--- src/rtl/m_decomp.sv ---
// m_decomp: receive side of a WIDTH:1 mux path. It steps the mux select through
// 0..WIDTH-1, samples the single mux output bit for each select value and rebuilds
// the parallel word sitting on the mux data inputs, then presents it with a done strobe.
// Optional build macro M_DECOMP_AUTO_EN: after the first start the block rescans forever.
module m_decomp #(
  parameter int WIDTH  = 4,
  parameter int SETTLE = 1,
  localparam int SEL_W = $clog2(WIDTH)
) (
  input  logic             clk,
  input  logic             rst_n,
  input  logic             start,
  input  logic             y_in,
  output logic [SEL_W-1:0] sel,
  output logic             busy,
  output logic             done,
  output logic [WIDTH-1:0] d_out
);

  // Settle counter is sized for at least one bit so SETTLE of 0 or 1 still elaborates.
  localparam int CNT_W       = (SETTLE > 1) ? $clog2(SETTLE) : 1;
  localparam int SETTLE_LAST = (SETTLE > 0) ? SETTLE - 1 : 0;
  localparam logic [CNT_W-1:0] CNT_LAST = CNT_W'(SETTLE_LAST);
  localparam logic [SEL_W-1:0] SEL_LAST = SEL_W'(WIDTH - 1);

  typedef enum logic [1:0] {
    S_IDLE   = 2'd0,
    S_SETTLE = 2'd1,
    S_SAMPLE = 2'd2,
    S_DONE   = 2'd3
  } state_t;

  state_t             r_state;
  state_t             w_state_nxt;
  state_t             w_scan_first;
  logic [SEL_W-1:0]   r_sel;
  logic [SEL_W-1:0]   w_sel_nxt;
  logic               r_busy;
  logic               w_busy_nxt;
  logic               r_done;
  logic               w_done_nxt;
  logic [WIDTH-1:0]   r_d_out;
  logic [WIDTH-1:0]   w_d_out_nxt;
  logic [WIDTH-1:0]   r_shadow;
  logic [WIDTH-1:0]   w_shadow_nxt;
  logic [CNT_W-1:0]   r_cnt;
  logic [CNT_W-1:0]   w_cnt_nxt;
  logic               w_cnt_last;
  logic               w_sel_last;

  // First state of every scan: skip SETTLE entirely when no settle time is configured.
  assign w_scan_first = (SETTLE == 0) ? S_SAMPLE : S_SETTLE;
  assign w_cnt_last   = (r_cnt == CNT_LAST);
  assign w_sel_last   = (r_sel == SEL_LAST);

  // State and registered outputs; async reset aborts any scan and discards the partial word.
  always_ff @(posedge clk or negedge rst_n) begin
    if (!rst_n) begin
      r_state  <= S_IDLE;
      r_sel    <= '0;
      r_busy   <= 1'b0;
      r_done   <= 1'b0;
      r_d_out  <= '0;
      r_shadow <= '0;
      r_cnt    <= '0;
    end else begin
      r_state  <= w_state_nxt;
      r_sel    <= w_sel_nxt;
      r_busy   <= w_busy_nxt;
      r_done   <= w_done_nxt;
      r_d_out  <= w_d_out_nxt;
      r_shadow <= w_shadow_nxt;
      r_cnt    <= w_cnt_nxt;
    end
  end

  // Next-state: start is honoured only in IDLE, so it is ignored while busy and in DONE.
  always_comb begin
    w_state_nxt = r_state;
    case (r_state)
      S_IDLE:   if (start) w_state_nxt = w_scan_first;
      S_SETTLE: if (w_cnt_last) w_state_nxt = S_SAMPLE;
      S_SAMPLE: w_state_nxt = w_sel_last ? S_DONE : w_scan_first;
`ifdef M_DECOMP_AUTO_EN
      S_DONE:   w_state_nxt = w_scan_first;
`else
      S_DONE:   w_state_nxt = S_IDLE;
`endif
      default:  w_state_nxt = S_IDLE;
    endcase
  end

  // Next values of the registered outputs and datapath; the last sampled bit is merged
  // straight into d_out so the DONE cycle already shows the complete word.
  always_comb begin
    w_sel_nxt    = r_sel;
    w_busy_nxt   = r_busy;
    w_done_nxt   = 1'b0;
    w_d_out_nxt  = r_d_out;
    w_shadow_nxt = r_shadow;
    w_cnt_nxt    = '0;
    case (r_state)
      S_IDLE: begin
        if (start) begin
          w_sel_nxt  = '0;
          w_busy_nxt = 1'b1;
        end
      end
      S_SETTLE: begin
        w_cnt_nxt = w_cnt_last ? '0 : r_cnt + 1'b1;
      end
      S_SAMPLE: begin
        w_shadow_nxt[r_sel] = y_in;
        if (w_sel_last) begin
          w_d_out_nxt = w_shadow_nxt;
          w_done_nxt  = 1'b1;
          w_busy_nxt  = 1'b0;
          w_sel_nxt   = '0;
        end else begin
          w_sel_nxt = r_sel + 1'b1;
        end
      end
      S_DONE: begin
`ifdef M_DECOMP_AUTO_EN
        w_sel_nxt  = '0;
        w_busy_nxt = 1'b1;
`else
        w_sel_nxt  = '0;
        w_busy_nxt = 1'b0;
`endif
      end
      default: begin
        w_sel_nxt  = '0;
        w_busy_nxt = 1'b0;
      end
    endcase
  end

  assign sel   = r_sel;
  assign busy  = r_busy;
  assign done  = r_done;
  assign d_out = r_d_out;

endmodule

--- config.mk ---
export PLATFORM = sky130hd
export DESIGN_NAME = m_decomp
export DESIGN_NICKNAME = d
export VERILOG_FILES = /design/src/rtl/m_decomp.sv
export SDC_FILE = /design/constraint.sdc
export NUM_CORES = 1
export LEC_CHECK = 0
export ABC_AREA = 1
export CAP_MARGIN = 20
export CORE_UTILIZATION = 28
export CTS_CLUSTER_SIZE = 10
export DETAILED_ROUTE_END_ITERATION = 16
export SLEW_MARGIN = 20
export SYNTH_ARGS = -nofsm -noshare
export SYNTH_HDL_FRONTEND = slang
export SYNTH_SLANG_ARGS = --single-unit
--- constraint.sdc ---
create_clock -name clk -period 2.75 [get_ports clk]
set_input_delay 0.55 -clock clk [delete_from_list [all_inputs] [get_ports clk]]
set_output_delay 0.55 -clock clk [all_outputs]
set_load 0.05 [all_outputs]
==> results by group <==
Run status
  • Outcome: finished clean

Drt
  • Via/cell ratio: 4.19
  • Overall routed net length: 1040 um
  • Met2 wire len: 480 um
  • Vias: approximately 450
  • WL per Instance: 9.62 um
  • DRT Pass-1 Iters: 4
  • DR top layer: met3
  • Metal3 WL: between 70 and 80 um
  • DRT met1 WL: 487 um
  • Starting DRT DRC Count: 9
  • Antenna-violating nets left: 0
  • DRC Markers: 0

Setup path
  • Cells along the critical path: clkdlybuf4s50_1
  • Critical Path Max Stage Delay: 0.83 ns
  • Worst-path fanout max: 5
  • Worst Path Arrival: 1.52 ns
  • Worst Path Buf+Inv: 1
  • WS Path Type: reg -> out
  • Critical path depth in cells: 1
  • Slowest-stage cell, CP: clkdlybuf4s50_1
  • CP endpoint kind: primary output
  • R2R depth: 5
  • CP startpoint kind: flop
  • Worst path required time: approximately 2.2 ns
  • Top Family by Delay on Critical Path: buffers and inverters

Synth
  • Syn. warnings: 0
  • Async SR Flop Fraction: 100%
  • Synth area leaders: dfrtp_1 (54%), nand2_1 (14%), ha_1 (8.3%)
  • Flops & latches, synth: 13
  • Most common library cells after synthesis: nand2_1 (23), dfrtp_1 (13), inv_1 (8), o21ai_0 (8), ha_1 (4)
  • Mean area per synthesized cell: between 9 and 10 um2
  • Top_reg_cell synth: dfrtp_1
  • Most frequent cell after synthesis: nand2_1
  • Cell variety after synth: 14
  • Post-Synthesis Cells: 66
  • EDFF count, synth: 0
  • Post-synth net total: 74
  • Post-Syn Area: 603 um2
  • Synth top area share: 53.9%
  • Yosys top cell by area: dfrtp_1
  • Sequential fraction of the synthesis area: 53.9%

Clocking
  • Clk pin slew, worst setup/hold paths: 0.08 ns
  • CTS H-tree lvls: 1
  • TritonCTS clock tree: built
  • Number of CTS-inserted buffers: 3
  • Postcts setup bufs: 0
  • CTS Buffer Depth: 2
  • Clock Root Buffer: clkbuf_4
  • CTS-repair resized insts: 0
  • Clock tree sinks: 13
  • Worst-skew pair later-pin latency: 0.27 ns
  • Cts hold-fix bufs: 0

Final layout
  • Fillers: 223
  • Layout cells sized above 1: 9.88%
  • End-of-flow core utilization: between 30% and 40%
  • Final nets: 90
  • P&R area growth vs syn: 28.2%
  • # diodes: 0

STA
  • Worst slew margin: 60.4%
  • Max Clk Rate: 0.482 GHz
  • Hold slack: 0.474 ns
  • RSZ-0062 raised after global routing: no
  • Final Hold Vio Count: 0
  • Crit path time final: between 2 and 2.5 ns
  • Fin. max-slew vios: 0
  • Count of final setup violators: 0
  • Worst-case clock skew: 0.00549 ns
  • Measured slew at the worst slew-check pin: 0.593 ns
  • Final worst-path cycle share: 75.4%
  • Total negative setup slack: 0 ns
  • Setup ws final: 0.676 ns

Floorplanning
  • Die ar.: approximately 2300 um2
  • Core Region: 2000 um2
  • Die Width: roughly 48 um
  • Initial Utilization: between 30% and 40%
  • Die height: just under 50 um
  • Cell row count: 16
  • I/O pins: 12

Min path
  • Min-Delay Path Class: reg -> reg
  • Worst Hold Depth: 2

Power and ir drop
  • Pwr Density: 1190 nW/um2
  • Worst VDD drop: 0.000584 V
  • P_leak: 0.376 nW

GRT
  • Vias in the first global route: 436
  • Total congestion overflow: 0
  • Largest net degree at the start of global routing: 14
  • Global-route wire length before repair: ~1800 um
  • Gr usage total: 10.1%
  • Initial antenna violation count: 0

Flow run
  • Max Cap Viol: 0

Place
  • Detailed placement HPWL: approximately 770 um
  • Port Buffers: 11
  • Setup WS pre-CTS: ~0.98 ns
  • Routability cong.: 0.703
area by class of cell:
type | count | area (um2) | area share, %
Sequential cell | 13 | 325 | 42.1
Multi-Input combinational cell | 43 | 235 | 30.4
Timing Repair Buffer | 11 | 110 | 14.2
Inverter | 10 | 42.5 | 5.50
Tap cell | 27 | 33.8 | 4.37
Clock buffer | 4 | 26.3 | 3.40
worst paths after layout:
kind,from,to,slack [ns]
worst max-delay path,sel[0],sel[0],0.68
worst min-delay path,busy,busy,0.47
worst max register to register,sel[0],r_shadow[2],1.52
worst min register to register,busy,busy,0.47
max in group asynchronous,rst_n,d_out[2],1.71
min in group asynchronous,rst_n,r_shadow[2],0.65
cell families after synthesis:
| logic type | Yosys count | synth area share (%) |
|---|---|---|
| AOI/OAI and AO/OA | 11 | 9.96 |
| and+or+nand+nor | 28 | 20.7 |
| DFF | 13 | 53.9 |
| adders and majority gates | 4 | 8.30 |
| buffers and inverters | 10 | 7.05 |
layer usage:
layer / GRT usage, % / up-vias
met3: 5.97 / 0
met2: 16.2 / 12
met1: 12.5 / 207
met4: 0 / 0
li1: - / 233
met5: 0 / -
registers in the layout (all words and copies together), names as in the netlist:
| name | count |
|---|---|
| r_state | 2 |
| done | 1 |
| sel | 2 |
| d_out | 4 |
| busy | 1 |
| r_shadow | 3 |
layout by cell type (no fill, tap or decap), types with 2 or more instances in the layout:
cell type	netlist	routed
nand2_1	23	23
clkbuf_4	0	3
o21ai_0	8	8
dfrtp_1	13	13
nand3_1	2	2
ha_1	4	4
clkdlybuf4s50_1	0	11
inv_1	8	8
metrics by stage:
step / instances / power (mW) / instance area [um2]
after CTS: 108 / 0.931 / 773
after global placement: 104 / 0.801 / 747
after detailed placement: 104 / 0.808 / 747
after global routing: 108 / 0.993 / 773
final: 108 / 0.917 / 773
after floorplan: 66 / 0.662 / 603
power by group:
part / internal, mW / switching, mW
registers: 0.271 / 0.0535
clock network: 0.0562 / 0.0599
logic: 0.158 / 0.318
total: 0.486 / 0.431
(Power assumes the default switching activity.)
